$ cat src/rtl/g3f_pkg.sv
// ---------------------------------------------------------------------------
// g3f_pkg
// Shared types and constants for the three-phase sequence/period monitor.
//   state_t       : monitor FSM states
//   fault_code_t  : sticky fault reason reported on fault_code
//   PH_A/PH_B/PH_C: bit index of each phase within ph_in
//   next_phase()  : phase expected after a given phase for ABC or ACB order
// ---------------------------------------------------------------------------
package g3f_pkg;

  typedef enum logic [1:0] {
    ST_IDLE  = 2'd0,
    ST_SEEK  = 2'd1,
    ST_TRACK = 2'd2,
    ST_FAULT = 2'd3
  } state_t;

  typedef enum logic [1:0] {
    FC_NONE    = 2'd0,
    FC_ORDER   = 2'd1,
    FC_SIMUL   = 2'd2,
    FC_TIMEOUT = 2'd3
  } fault_code_t;

  localparam int unsigned NUM_PH = 3;

  localparam logic [1:0] PH_A = 2'd0;
  localparam logic [1:0] PH_B = 2'd1;
  localparam logic [1:0] PH_C = 2'd2;

  // ABC order cycles A->B->C->A; ACB order cycles A->C->B->A.
  function automatic logic [1:0] next_phase(input logic [1:0] cur, input logic acb);
    logic [1:0] nxt;
    case (cur)
      PH_A:    nxt = acb ? PH_C : PH_B;
      PH_B:    nxt = acb ? PH_A : PH_C;
      default: nxt = acb ? PH_B : PH_A;
    endcase
    return nxt;
  endfunction

endpackage

$ cat src/rtl/g3f_edge_sync.sv
// ---------------------------------------------------------------------------
// g3f_edge_sync
// Two-flop synchronizer for one asynchronous phase input followed by a
// registered rise/fall detector. A rise on d_async shows up as a one-cycle
// pulse on rise three clock edges later (two sync flops + detector flop);
// fall behaves the same way for the falling transition.
// Ports:
//   clk     : clock
//   rst_n   : synchronous active-low reset, clears every flop
//   d_async : asynchronous input
//   rise    : one-cycle pulse per synchronized rising edge
//   fall    : one-cycle pulse per synchronized falling edge
// ---------------------------------------------------------------------------
module g3f_edge_sync (
  input  logic clk,
  input  logic rst_n,
  input  logic d_async,
  output logic rise,
  output logic fall
);

  logic meta_q, meta_d;
  logic sync_q, sync_d;
  logic prev_q, prev_d;
  logic rise_q, rise_d;
  logic fall_q, fall_d;

  always_comb begin
    meta_d = d_async;
    sync_d = meta_q;
    prev_d = sync_q;
    rise_d = sync_q & ~prev_q;
    fall_d = ~sync_q & prev_q;
  end

  always_ff @(posedge clk) begin
    if (!rst_n) begin
      meta_q <= 1'b0;
      sync_q <= 1'b0;
      prev_q <= 1'b0;
      rise_q <= 1'b0;
      fall_q <= 1'b0;
    end else begin
      meta_q <= meta_d;
      sync_q <= sync_d;
      prev_q <= prev_d;
      rise_q <= rise_d;
      fall_q <= fall_d;
    end
  end

  assign rise = rise_q;
  assign fall = fall_q;

endmodule

$ cat src/rtl/g3f_monitor.sv
// ---------------------------------------------------------------------------
// g3f_monitor
// Three-phase sequence and period monitor. Each phase is synchronized and
// edge-detected; an FSM (IDLE/SEEK/TRACK/FAULT) learns the phase order from
// the first edge after A, then checks every following edge against the
// expected cyclic order, measures the A-to-A period and declares lock after
// LOCK_CYCLES consecutive periods within +/- 1/8 of the previous one.
// Faults (order error, simultaneous edges, period timeout) are sticky until
// clr_fault is asserted in FAULT.
//
// Optional feature macro: G3F_MON_DUTY_EN
//   defined   -> duty_hi reports the synchronized high time of phase A,
//                updated on each A falling edge, saturating at all-ones
//   undefined -> duty_hi is tied to 0 and no duty logic exists
//
// Parameters:
//   CNT_W       : width of period / duty counters (>= 8)
//   LOCK_CYCLES : consecutive in-tolerance A periods needed for lock (1..15)
// Ports:
//   clk          : clock, all state on rising edge
//   rst_n        : synchronous active-low reset
//   ph_in[2:0]   : asynchronous phases, bit0=A bit1=B bit2=C
//   clr_fault    : clears the sticky fault while in FAULT
//   period       : last measured A-to-A period in clk cycles
//   period_valid : one-cycle pulse when period updates
//   seq_acb      : 0 = ABC order, 1 = ACB order
//   locked       : sequence and period stable
//   fault        : sticky fault flag
//   fault_code   : 0 none, 1 ORDER, 2 SIMUL, 3 TIMEOUT
//   duty_hi      : A high time in cycles (see macro above)
// ---------------------------------------------------------------------------
module g3f_monitor
  import g3f_pkg::*;
#(
  parameter int unsigned CNT_W       = 16,
  parameter int unsigned LOCK_CYCLES = 2
) (
  input  logic             clk,
  input  logic             rst_n,
  input  logic [2:0]       ph_in,
  input  logic             clr_fault,
  output logic [CNT_W-1:0] period,
  output logic             period_valid,
  output logic             seq_acb,
  output logic             locked,
  output logic             fault,
  output logic [1:0]       fault_code,
  output logic [CNT_W-1:0] duty_hi
);

  localparam logic [CNT_W-1:0] CNT_ONE  = {{(CNT_W-1){1'b0}}, 1'b1};
  localparam logic [3:0]       LOCK_THR = 4'(LOCK_CYCLES);

  // |cur - prev| <= prev/8 ; a zero previous period never qualifies,
  // so the first measured period after start cannot count toward lock.
  function automatic logic in_tol(input logic [CNT_W-1:0] cur,
                                  input logic [CNT_W-1:0] prev);
    logic [CNT_W-1:0] diff;
    diff = (cur >= prev) ? (cur - prev) : (prev - cur);
    return (diff <= (prev >> 3));
  endfunction

  // Phase synchronizers and edge detectors
  logic [NUM_PH-1:0] rise_w;
  logic [NUM_PH-1:0] fall_w;

  for (genvar i = 0; i < NUM_PH; i++) begin : g_ph
    g3f_edge_sync u_sync (
      .clk     (clk),
      .rst_n   (rst_n),
      .d_async (ph_in[i]),
      .rise    (rise_w[i]),
      .fall    (fall_w[i])
    );
  end

  // Monitor state
  state_t           state_q, state_d;
  logic [CNT_W-1:0] cnt_q, cnt_d;
  logic [CNT_W-1:0] period_q, period_d;
  logic             pv_q, pv_d;
  logic             acb_q, acb_d;
  logic [1:0]       exp_q, exp_d;
  logic [3:0]       lock_cnt_q, lock_cnt_d;
  logic             locked_q, locked_d;
  logic             fault_q, fault_d;
  fault_code_t      code_q, code_d;

  logic             multi_edge;
  logic             any_edge;
  logic [1:0]       edge_idx;
  logic             cnt_sat;
  logic [CNT_W-1:0] cnt_inc;
  logic             go_fault;
  fault_code_t      go_code;

  always_comb begin
    state_d    = state_q;
    cnt_d      = cnt_q;
    period_d   = period_q;
    pv_d       = 1'b0;
    acb_d      = acb_q;
    exp_d      = exp_q;
    lock_cnt_d = lock_cnt_q;
    fault_d    = fault_q;
    code_d     = code_q;
    go_fault   = 1'b0;
    go_code    = FC_NONE;

    multi_edge = (rise_w[PH_A] & rise_w[PH_B]) |
                 (rise_w[PH_A] & rise_w[PH_C]) |
                 (rise_w[PH_B] & rise_w[PH_C]);
    any_edge   = |rise_w;
    // Only meaningful when exactly one edge is present.
    edge_idx   = rise_w[PH_B] ? PH_B : (rise_w[PH_C] ? PH_C : PH_A);
    cnt_sat    = (cnt_q == {CNT_W{1'b1}});
    cnt_inc    = cnt_sat ? cnt_q : (cnt_q + CNT_ONE);

    case (state_q)
      ST_IDLE: begin
        cnt_d      = '0;
        lock_cnt_d = '0;
        if (rise_w[PH_A] && !multi_edge) begin
          state_d = ST_SEEK;
          cnt_d   = CNT_ONE;
        end
      end

      ST_SEEK: begin
        cnt_d = cnt_inc;
        if (multi_edge) begin
          go_fault = 1'b1;
          go_code  = FC_SIMUL;
        end else if (rise_w[PH_B]) begin
          acb_d   = 1'b0;
          exp_d   = next_phase(PH_B, 1'b0);
          state_d = ST_TRACK;
        end else if (rise_w[PH_C]) begin
          acb_d   = 1'b1;
          exp_d   = next_phase(PH_C, 1'b1);
          state_d = ST_TRACK;
        end else if (rise_w[PH_A]) begin
          // A again before any B/C edge: the order cannot be right.
          go_fault = 1'b1;
          go_code  = FC_ORDER;
        end else if (cnt_sat) begin
          go_fault = 1'b1;
          go_code  = FC_TIMEOUT;
        end
      end

      ST_TRACK: begin
        cnt_d = cnt_inc;
        if (multi_edge) begin
          go_fault = 1'b1;
          go_code  = FC_SIMUL;
        end else if (any_edge && (edge_idx != exp_q)) begin
          go_fault = 1'b1;
          go_code  = FC_ORDER;
        end else if (rise_w[PH_A]) begin
          // Expected A edge closes one period and opens the next.
          period_d = cnt_q;
          pv_d     = 1'b1;
          cnt_d    = CNT_ONE;
          exp_d    = next_phase(PH_A, acb_q);
          if (in_tol(cnt_q, period_q)) begin
            lock_cnt_d = (lock_cnt_q == 4'hF) ? lock_cnt_q : (lock_cnt_q + 4'd1);
          end else begin
            lock_cnt_d = '0;
          end
        end else begin
          if (any_edge) begin
            exp_d = next_phase(edge_idx, acb_q);
          end
          if (cnt_sat) begin
            go_fault = 1'b1;
            go_code  = FC_TIMEOUT;
          end
        end
      end

      ST_FAULT: begin
        if (clr_fault) begin
          state_d    = ST_IDLE;
          fault_d    = 1'b0;
          code_d     = FC_NONE;
          cnt_d      = '0;
          lock_cnt_d = '0;
        end
      end

      default: begin
        state_d = ST_IDLE;
      end
    endcase

    // Only reachable from SEEK/TRACK, so the first fault always wins.
    if (go_fault) begin
      state_d    = ST_FAULT;
      fault_d    = 1'b1;
      code_d     = go_code;
      lock_cnt_d = '0;
    end

    locked_d = (state_d == ST_TRACK) && (lock_cnt_d >= LOCK_THR);
  end

  always_ff @(posedge clk) begin
    if (!rst_n) begin
      state_q    <= ST_IDLE;
      cnt_q      <= '0;
      period_q   <= '0;
      pv_q       <= 1'b0;
      acb_q      <= 1'b0;
      exp_q      <= PH_A;
      lock_cnt_q <= '0;
      locked_q   <= 1'b0;
      fault_q    <= 1'b0;
      code_q     <= FC_NONE;
    end else begin
      state_q    <= state_d;
      cnt_q      <= cnt_d;
      period_q   <= period_d;
      pv_q       <= pv_d;
      acb_q      <= acb_d;
      exp_q      <= exp_d;
      lock_cnt_q <= lock_cnt_d;
      locked_q   <= locked_d;
      fault_q    <= fault_d;
      code_q     <= code_d;
    end
  end

`ifdef G3F_MON_DUTY_EN
  // High-time counter restarts at 1 on A rise; value at the A fall is the
  // number of cycles A was high (both edges share the same sync latency).
  logic [CNT_W-1:0] hi_cnt_q, hi_cnt_d;
  logic [CNT_W-1:0] duty_q, duty_d;
  logic             unused_fall;

  assign unused_fall = ^{fall_w[PH_B], fall_w[PH_C]};

  always_comb begin
    hi_cnt_d = hi_cnt_q;
    duty_d   = duty_q;
    if (rise_w[PH_A]) begin
      hi_cnt_d = CNT_ONE;
    end else if (hi_cnt_q != {CNT_W{1'b1}}) begin
      hi_cnt_d = hi_cnt_q + CNT_ONE;
    end
    if (fall_w[PH_A]) begin
      duty_d = hi_cnt_q;
    end
  end

  always_ff @(posedge clk) begin
    if (!rst_n) begin
      hi_cnt_q <= '0;
      duty_q   <= '0;
    end else begin
      hi_cnt_q <= hi_cnt_d;
      duty_q   <= duty_d;
    end
  end

  assign duty_hi = duty_q;
`else
  logic unused_fall;

  assign unused_fall = ^fall_w;
  assign duty_hi     = '0;
`endif

  assign period       = period_q;
  assign period_valid = pv_q;
  assign seq_acb      = acb_q;
  assign locked       = locked_q;
  assign fault        = fault_q;
  assign fault_code   = code_q;

endmodule

$ cat config.mk
export PLATFORM = sky130hd
export DESIGN_NAME = g3f_monitor
export DESIGN_NICKNAME = d
export VERILOG_FILES = /design/src/rtl/g3f_pkg.sv /design/src/rtl/g3f_edge_sync.sv /design/src/rtl/g3f_monitor.sv
export SDC_FILE = /design/constraint.sdc
export NUM_CORES = 1
export LEC_CHECK = 0
export BUFFER_PORTS_ARGS = -buffer_cell sky130_fd_sc_hd__buf_2
export CAP_MARGIN = 10
export CORE_UTILIZATION = 66
export DETAILED_ROUTE_END_ITERATION = 10
export PLACE_DENSITY = 0.87
export SYNTH_ARGS = -nofsm -noshare
export SYNTH_HDL_FRONTEND = slang
export SYNTH_HIERARCHICAL = 1
export SYNTH_SLANG_ARGS = --single-unit
$ cat constraint.sdc
create_clock -name clk -period 10.9 [get_ports clk]
set_input_delay 2.18 -clock clk [delete_from_list [all_inputs] [get_ports clk]]
set_output_delay 2.18 -clock clk [all_outputs]
set_load 0.01 [all_outputs]
==> results of run 1 <==
-- through the flow --
step                util, %  setup slack [ns]
floorplan                 -              6.29
global placement       71.0              5.52
detailed placement     71.0              5.45
CTS                    74.6              5.35
global route           74.6              4.98
finish                 74.6              5.26
-- state kept, by name, indices dropped and copies added (netlist names), 3 cells and up --
register / flops
g_ph.u_sync/rise: 3
lock_cnt_q: 4
g_ph.u_sync/prev_d: 3
g_ph.u_sync/prev_q: 3
cnt_q: 16
g_ph.u_sync/meta_q: 3
period: 16
-- power by group --
| group | internal [W] | switching, W | leakage [nW] |
|---|---|---|---|
| combinational | 0.0000105 | 0.0000189 | 1.50 |
| sequential | 0.000214 | 0.00000285 | 0.469 |
| clock | 0.000154 | 0.0000989 | 0.124 |
| total | 0.000379 | 0.000121 | 2.10 |
-- routing by layer --
layer	share of wire [%]	routed length [µm]
met1	44	5760
met2	46	6150
met3	7.6	999
met4	2.4	321
met5	0	0
-- critical path, stage by stage (launching register included) --
cell       delay [ns]
dfxtp_1          0.37
inv_1            0.11
ha_1             0.17
inv_1            0.06
fa_1             0.38
a21o_1           0.22
a2111oi_4        0.40
nor4_2           0.12
o31ai_4          0.75
mux2_2           0.44
o31ai_1          0.30
xor2_1           0.21
ha_1             0.27
nand3_1          0.09
nand2_1          0.05
a211o_1          0.28
o31ai_1          0.44
nor2b_1          0.19
nand4_1          0.25
a211oi_1         0.33
a221o_1          0.15
-- area by class of cell --
cell class | instances | share of cell area (%)
clock inverters | 7 | 2.42
flip-flops and latches | 58 | 22.4
repair buffers | 27 | 2.61
clock buffers | 9 | 2.39
inverters | 42 | 3.04
well taps | 96 | 2.32
multi-input cells | 495 | 64.8
-- worst max path at each step --
stage,start,end,slack [ns],cells after the start
after floorplan,cnt_q[0]$_SDFFE_PN0P_,lock_cnt_q[0]$_SDFF_PN0_,6.29,20
after global placement,cnt_q[0]$_SDFFE_PN0P_,lock_cnt_q[0]$_SDFF_PN0_,5.52,20
after detailed placement,cnt_q[0]$_SDFFE_PN0P_,lock_cnt_q[0]$_SDFF_PN0_,5.45,20
after CTS,cnt_q[0]$_SDFFE_PN0P_,lock_cnt_q[0]$_SDFF_PN0_,5.35,20
after global routing,cnt_q[0]$_SDFFE_PN0P_,lock_cnt_q[0]$_SDFF_PN0_,4.98,20
final,cnt_q[0]$_SDFFE_PN0P_,lock_cnt_q[0]$_SDFF_PN0_,5.26,20
==> results.md, run 1 <==
* Reg2Reg Capture Point: lock_cnt_q[0]$_SDFF_PN0_
* Synthesized area at 4850 µm²
* Die Span Y at 87.7 µm
* Initial DRT Pass Iterations at 7
* Met2 Resource Use GR at 56.2%
* # port buffers at 27
* Cts hold-fix bufs at 0
* Min cycle time layout at 5.64 ns
* Max FO, Critical Path at 15
* Slew headroom at 24.8%
* Hold path start: g_ph[1].u_sync/meta_q$_SDFF_PN0_
* Gr busiest metal: met2
* Met3 Track Usage GR at 5.75%
* Initial antenna violation count at 0
* Most common cell after layout, fill and taps aside: nand2_1
* Leak Pwr at 2.10 nW
* Total of max-cap violations at 0
* Met1 usage at 48.8%
* Final net count at 691
* RSZ-0062 raised after global routing: false
* Starting Density at 69.9%
* CTS Buf Count at 9
* Std-Cell Rows at 30
* First-pass GRT wire length at 21000 µm
* CTS max path bufs at 2
* Most frequent cells in the layout: nand2_1, dfxtp_1, a21oi_1, ha_1, inv_1
* Initial DRC Count at 476
* Clock H-tree levels at 3
* Crit end category: flip-flop
* GRT Resource Usage Total at 35.5%
* ANT nets after route at 0
* PostCTS Resize Cnt at 0
* Layout fillers at 525
* WS Path Type: reg2reg
* Area growth syn-to-layout at 6.73%
* Worst Max-Slew Pin Slew at 1.12 ns
* Pwr dens at 96.5 nW/µm²
* Design area at 5180 µm²
* Fin Hold WS at 0.448 ns
* Ys Warns at 6
* Type of the tightest min-delay check: reg2reg
* Via Count at 4707
* Clock skew at 0.0108 ns
* # diodes at 0
* R2R depth at 20
* Cell Area, Placed at 4930 µm²
* Grt ovf at 0
* Crit start category: flip-flop
* CTS root buf: clkbuf_8
* Gpl congestion at 0.970
* WL final at 13200 µm
* Final setup TNS at 0 ns
* Final setup viols at 0
* Reg-to-Reg Start: cnt_q[0]$_SDFFE_PN0P_
* Clock slew at reported path FFs at 0.08 ns
* Syn_area_per_cell at 7.79 µm²
* Dpl cells at 718
* CTS tree: done
* Drt wl/cell at 18.0 µm
* Non-Filler Instances at 734
* Fmax at 0.177 GHz
* Peak supply drop at 110 µV
* Cells after Synth at 623
* Area of the multi-input gates at 3350 µm²
* Power consumption at 0.000500 W
* Worst EP required at 11.18 ns
* Final period util at 51.7%
* Core area at 6940 µm²
* # DRC at 0
* Io pins at 44
* Insertion delay of the later-clocked pin in the worst-skew pair at 0.34 ns
* Hold Path Sink: g_ph[1].u_sync/prev_d$_SDFF_PN0_
* Hpwl dp at 9690 µm
* Vias in the first global route at 4299
* Hold depth at 1
* Die span in x at 87.7 µm
* Final hold viol count at 0
* TritonCTS Sinks at 58
* Pin count of the biggest net entering global routing at 46
* Status: complete, no violations
* Vias per cell at 6.41
* Final Max Tran Viols at 0
* Post-CTS Setup Bufs at 0
* Share of cells above drive strength 1 at 11.0%
* Die ar. at 7700 µm²
* R2R Setup Slk at 5.26 ns
* Crit path arrival time at 5.92 ns
* Reg area at 1160 µm²
Note: power is estimated with default switching activity, not from simulation.
==> inputs of run 2 (changes only) <==
Settings changed: CORE_UTILIZATION 66 to 61, PLACE_DENSITY 0.87 to 0.81.
Clock period 10.9 ns to 5.51 ns, I/O delays scaled along.
==> run 2 against run 1 <==
Net effect:
- global-route usage fell by 4.5 points
- via count fell by 3.2%
- clock-buffer cell count rose by 2
- first-iteration DRC count fell by 41%
- total power rose by 83%
- critical path type unchanged
- critical endpoint unchanged
- largest power group is now sequential cells
- highest routed layer unchanged
==> results.md, run 2 (synthesized netlist as in run 1, its figures left out) <==
* Final Max Tran Viols at 0
* Reg area at 1160 µm²
* Clk pwr share at 46.9%
* Via Count at 4558
* # DRC at 0
* Fmax at 0.195 GHz
* Layout fillers at 653
* CTS tree: done
* CTS Buf Count at 9
* Area growth syn-to-layout at 6.68%
* Most common cell after layout, fill and taps aside: nand2_1
* Final period util at 93.1%
* # diodes at 0
* Vias in the first global route at 4305
* Crit start category: flip-flop
* ANT nets after route at 0
* Dpl cells at 726
* RSZ-0062 raised after global routing: false
* TritonCTS Sinks at 58
* Cell Area, Placed at 4950 µm²
* CTS max path bufs at 2
* GRT Resource Usage Total at 31.0%
* Min cycle time layout at 5.13 ns
* Die Span Y at 91.2 µm
* Pwr dens at 177 nW/µm²
* Gpl congestion at 0.998
* Sw Ratio at 22.3%
* Non-Filler Instances at 742
* CTS root buf: clkbuf_8
* Initial antenna violation count at 0
* Type of the tightest min-delay check: reg2reg
* Die ar. at 8310 µm²
* Area of the multi-input gates at 3360 µm²
* Design area at 5170 µm²
* Final net count at 693
* Insertion delay of the later-clocked pin in the worst-skew pair at 0.33 ns
* Final setup TNS at 0 ns
* Fin Hold WS at 0.441 ns
* Status: complete, no violations
* Worst Max-Slew Pin Slew at 0.991 ns
* Slew headroom at 33.8%
* Io pins at 44
* Combinational Power Share at 6.1%
* Clock skew at 0.00487 ns
* Total of max-cap violations at 0
* Hpwl dp at 9620 µm
* Sequential power share at 47.0%
* Most frequent cells in the layout: nand2_1, dfxtp_1, a21oi_1, ha_1, inv_1
* Std-Cell Rows at 32
* First-pass GRT wire length at 20600 µm
* WL final at 12300 µm
* Starting Density at 62.8%
* Final setup viols at 0
* Sw Pwr at 0.000204 W
* Initial DRT Pass Iterations at 5
* Initial DRC Count at 283
* Clock H-tree levels at 3
* Crit end category: flip-flop
* WS Path Type: reg2reg
* Die span in x at 91.2 µm
* Final hold viol count at 0
* Cell Int Power at 0.000711 W
* Pin count of the biggest net entering global routing at 46
* Clock slew at reported path FFs at 0.06 ns
* Vias per cell at 6.14
* Crit path arrival time at 5.41 ns
* Core area at 7730 µm²
* Max FO, Critical Path at 7
* # port buffers at 27
* Share of cells above drive strength 1 at 11.3%
* Worst EP required at 5.79 ns
* Peak supply drop at 206 µV
* Drt wl/cell at 16.6 µm
* Grt ovf at 0
* Leak Pwr at 2.09 nW
[run 2: cell count changes in the layout (fill, tap and decap cells not counted), sizes merged]
cell / before / now
bufinv: 3 / 2
inv: 43 / 42
clkinvlp: 0 / 1
buf: 27 / 29
clkbuf: 9 / 11
clkinv: 3 / 2
[run 2: worst max-delay path, stage by stage (launching register included)]
cell and delay [ns]:
dfxtp_1 0.36, inv_1 0.10, ha_1 0.19, inv_1 0.06, fa_1 0.41, a21o_1 0.21, a2111oi_4 0.41, nor4_2 0.12
o31ai_4 0.36, mux2_2 0.40, o31ai_1 0.30, xor2_1 0.21, ha_1 0.28, nand3_1 0.09, nand2_1 0.06, a211o_1 0.30
o31ai_2 0.35, nor2b_1 0.18, nand4_1 0.23, a21oi_2 0.27, a221o_1 0.18
[run 2: worst paths after layout]
kind / start / slack (ns) / cells after the start / end
setup / recovery: cnt_q[0]$_SDFFE_PN0P_ / 0.38 / 20 / lock_cnt_q[0]$_SDFF_PN0_
hold / removal: g_ph[2].u_sync/meta_q$_SDFF_PN0_ / 0.44 / 1 / g_ph[2].u_sync/prev_d$_SDFF_PN0_
setup reg to reg: cnt_q[0]$_SDFFE_PN0P_ / 0.38 / 20 / lock_cnt_q[0]$_SDFF_PN0_
hold reg to reg: g_ph[2].u_sync/meta_q$_SDFF_PN0_ / 0.44 / 1 / g_ph[2].u_sync/prev_d$_SDFF_PN0_
[run 2: stage by stage]
stage | util, % | worst slack (ns) | power [W]
CTS | 66.9 | 0.313 | 0.000921
global placement | 64.1 | 0.540 | 0.000493
floorplan | - | 0.899 | 0.000489
finish | 67.0 | 0.381 | 0.000915
detailed placement | 64.1 | 0.299 | 0.000495
global route | 67.0 | 0.0490 | 0.000949
[run 2: final cells by class]
class | count | area share, %
inverter | 42 | 3.05
timing repair buffer | 29 | 2.90
multi-input combinational | 495 | 64.9
sequential | 58 | 22.4
clock buffer | 11 | 2.73
clock inverter | 5 | 1.50
tap | 102 | 2.47
[run 2: per-layer routing]
| layer | vias up | track usage (%) | share of wire [%] |
|---|---|---|---|
| met5 | - | 0 | 0 |
| met4 | 0 | 17.5 | 4.3 |
| met3 | 42 | 4.44 | 5.7 |
| met2 | 199 | 52.3 | 48 |
| met1 | 2109 | 37.7 | 42 |
| li1 | 2208 | - | - |
[run 2: repair_timing]
| action | CTS | global route |
|---|---|---|
| hold buffers | 0 | 0 |
| buffers inserted | 0 | 0 |
| resized for setup | 0 | 1 |
| setup endpoints to repair | 0 | 4 |
[run 2: power by group through the flow]
stage                     Sequential [W]  Clock, W  Combinational (W)
after floorplan                 0.000437         0          0.0000515
after global placement          0.000439         0          0.0000540
after detailed placement        0.000439         0          0.0000554
after CTS                       0.000430  0.000435          0.0000555
after global routing            0.000431  0.000455          0.0000628
final                           0.000430  0.000429          0.0000562
==> inputs of run 3 (changes only) <==
Settings changed: CORE_MARGIN set to 2, CTS_BUF_LIST set to sky130_fd_sc_hd__clkbuf_16.
==> run 3 against run 2 <==
Net effect:
- sequential power is essentially flat
- cell area up 1.3%
- global-route usage fell by 1.0 points
- routed wire length is 4.1% higher
- final cell count rose by 0.13%
- die area is 4.4% higher
- critical path depth increased by 3
- critical path type unchanged
- critical endpoint unchanged
- largest power group is now clock
- highest routed layer unchanged
==> results.md, run 3 (synthesized netlist as in run 1, its figures left out) <==
* Final setup viols at 0
* Final period util at 93.3%
* Max FO, Critical Path at 14
* GRT Resource Usage Total at 30.0%
* Starting Density at 62.8%
* Clock skew at 0.00704 ns
* # DRC at 0
* R2R Setup Slk at 0.37 ns
* # port buffers at 27
* Status: complete, no violations
* ANT nets after route at 0
* R2R depth at 23
* Vias in the first global route at 4376
* Peak supply drop at 208 µV
* Min cycle time layout at 5.14 ns
* Hold path start: g_ph[2].u_sync/meta_q$_SDFF_PN0_
* Final Max Tran Viols at 0
* Pin count of the biggest net entering global routing at 46
* Fin Hold WS at 0.451 ns
* WS Path Type: reg2reg
* Most frequent cells in the layout: nand2_1, dfxtp_1, a21oi_1, ha_1, inv_1
* Clock H-tree levels at 3
* Worst Max-Slew Pin Slew at 1.02 ns
* Type of the tightest min-delay check: reg2reg
* Crit start category: flip-flop
* Drt wl/cell at 17.3 µm
* Gpl congestion at 0.980
* Hpwl dp at 9790 µm
* Worst EP required at 5.78 ns
* CTS max path bufs at 2
* CTS root buf: clkbuf_16
* Std-Cell Rows at 32
* Worst slack, placed at 0.363 ns
* Leak Pwr at 2.12 nW
* Die Span Y at 93.2 µm
* Layout fillers at 634
* Area growth syn-to-layout at 8.02%
* Hold Path Sink: g_ph[2].u_sync/prev_d$_SDFF_PN0_
* Io pins at 44
* Cts hold-fix bufs at 0
* Clock slew at reported path FFs at 0.05 ns
* CTS Buf Count at 9
* Die ar. at 8680 µm²
* Fmax at 0.195 GHz
* Grt ovf at 0
* Reg2Reg Capture Point: lock_cnt_q[0]$_SDFF_PN0_
* Hold depth at 1
* Core area at 7730 µm²
* Vias per cell at 6.22
* Final hold viol count at 0
* # diodes at 0
* RSZ-0062 raised after global routing: false
* Die span in x at 93.2 µm
* Initial DRT Pass Iterations at 5
* TritonCTS Sinks at 58
* Via Count at 4618
* WL final at 12800 µm
* Initial antenna violation count at 0
* Final net count at 694
* Slew headroom at 31.4%
* Initial DRC Count at 291
* Insertion delay of the later-clocked pin in the worst-skew pair at 0.33 ns
* Most common cell after layout, fill and taps aside: nand2_1
* Final setup TNS at 0 ns
* Final setup margin at 0.371 ns
* Crit path arrival time at 5.41 ns
* CTS tree: done
* Crit end category: flip-flop
* Reg-to-Reg Start: cnt_q[0]$_SDFFE_PN0P_
* Total of max-cap violations at 0
* Share of cells above drive strength 1 at 11.2%
* First-pass GRT wire length at 20500 µm
* Pwr dens at 189 nW/µm²
[run 3: changes by cell type in the layout (fill, tap and decap cells not counted), sizes merged]
cell and change:
bufinv -2, clkbuf -2, clkinv +2, buf +1, clkinvlp +1, inv +1
[run 3: critical path, stage by stage (launching register included)]
cell and delay [ns]:
dfxtp_1 0.36, inv_1 0.11, ha_1 0.19, inv_1 0.08
fa_1 0.39, a21o_1 0.21, a2111oi_4 0.40, nor4_2 0.12
o31ai_4 0.27, buf_4 0.29, mux2i_2 0.35, o21ai_1 0.11
xor2_1 0.15, ha_1 0.32, a21oi_1 0.15, nand2_1 0.07
a211o_1 0.29, o31ai_1 0.25, buf_4 0.17, nor2b_1 0.13
nand4_1 0.09, buf_4 0.18, a211oi_1 0.23, a221o_1 0.14
[run 3: per-stage QoR]
stage / total power [W] / cells / utilization (%) / instance area, µm²
floorplan: 0.000489 / 638 / - / 4910
global placement: 0.000494 / 726 / 64.1 / 4950
detailed placement: 0.000496 / 726 / 64.1 / 4950
CTS: 0.000991 / 742 / 67.6 / 5220
global route: 0.00101 / 743 / 67.8 / 5240
finish: 0.000989 / 743 / 67.8 / 5240
[run 3: layer usage]
layer	global-route usage (%)	vias to the layer above	share of wire (%)
li1	-	2221	-
met5	0	-	0
met1	36.3	2145	43
met2	51.0	207	48
met3	3.95	45	5.5
met4	16.9	0	4.3
[run 3: layout make-up]
class                           count  area [µm²]  share of cell area [%]
Inverter                           42         158                    3.01
Tap cell                          102         128                    2.44
Timing Repair Buffer               30         158                    3.01
Multi-Input combinational cell    495        3370                    64.2
Clock buffer                        9         225                    4.30
Clock inverter                      7        45.0                   0.860
Sequential cell                    58        1160                    22.2
[run 3: worst max path at each step]
stage | start | to | slack (ns) | cells after the start
4_1_cts | cnt_q[0]$_SDFFE_PN0P_ | lock_cnt_q[3]$_SDFF_PN0_ | 0.32 | 22
2_1_floorplan | cnt_q[0]$_SDFFE_PN0P_ | lock_cnt_q[0]$_SDFF_PN0_ | 0.90 | 20
3_3_place_gp | cnt_q[0]$_SDFFE_PN0P_ | lock_cnt_q[0]$_SDFF_PN0_ | 0.58 | 22
6_report | cnt_q[0]$_SDFFE_PN0P_ | lock_cnt_q[0]$_SDFF_PN0_ | 0.37 | 23
5_1_grt | cnt_q[0]$_SDFFE_PN0P_ | lock_cnt_q[0]$_SDFF_PN0_ | 0.06 | 23
3_5_place_dp | cnt_q[0]$_SDFFE_PN0P_ | lock_cnt_q[3]$_SDFF_PN0_ | 0.36 | 22
[run 3: where the power goes]
part	internal, W	leakage (nW)	switching (W)
Sequential	0.000425	0.469	0.00000569
Combinational	0.0000221	1.52	0.0000370
Clock	0.000302	0.127	0.000198
[run 3: what timing repair did]
action | 4_1_cts | 5_1_grt
resized for setup | 0 | 2
buffers inserted | 0 | 1
setup endpoints to repair | 0 | 5
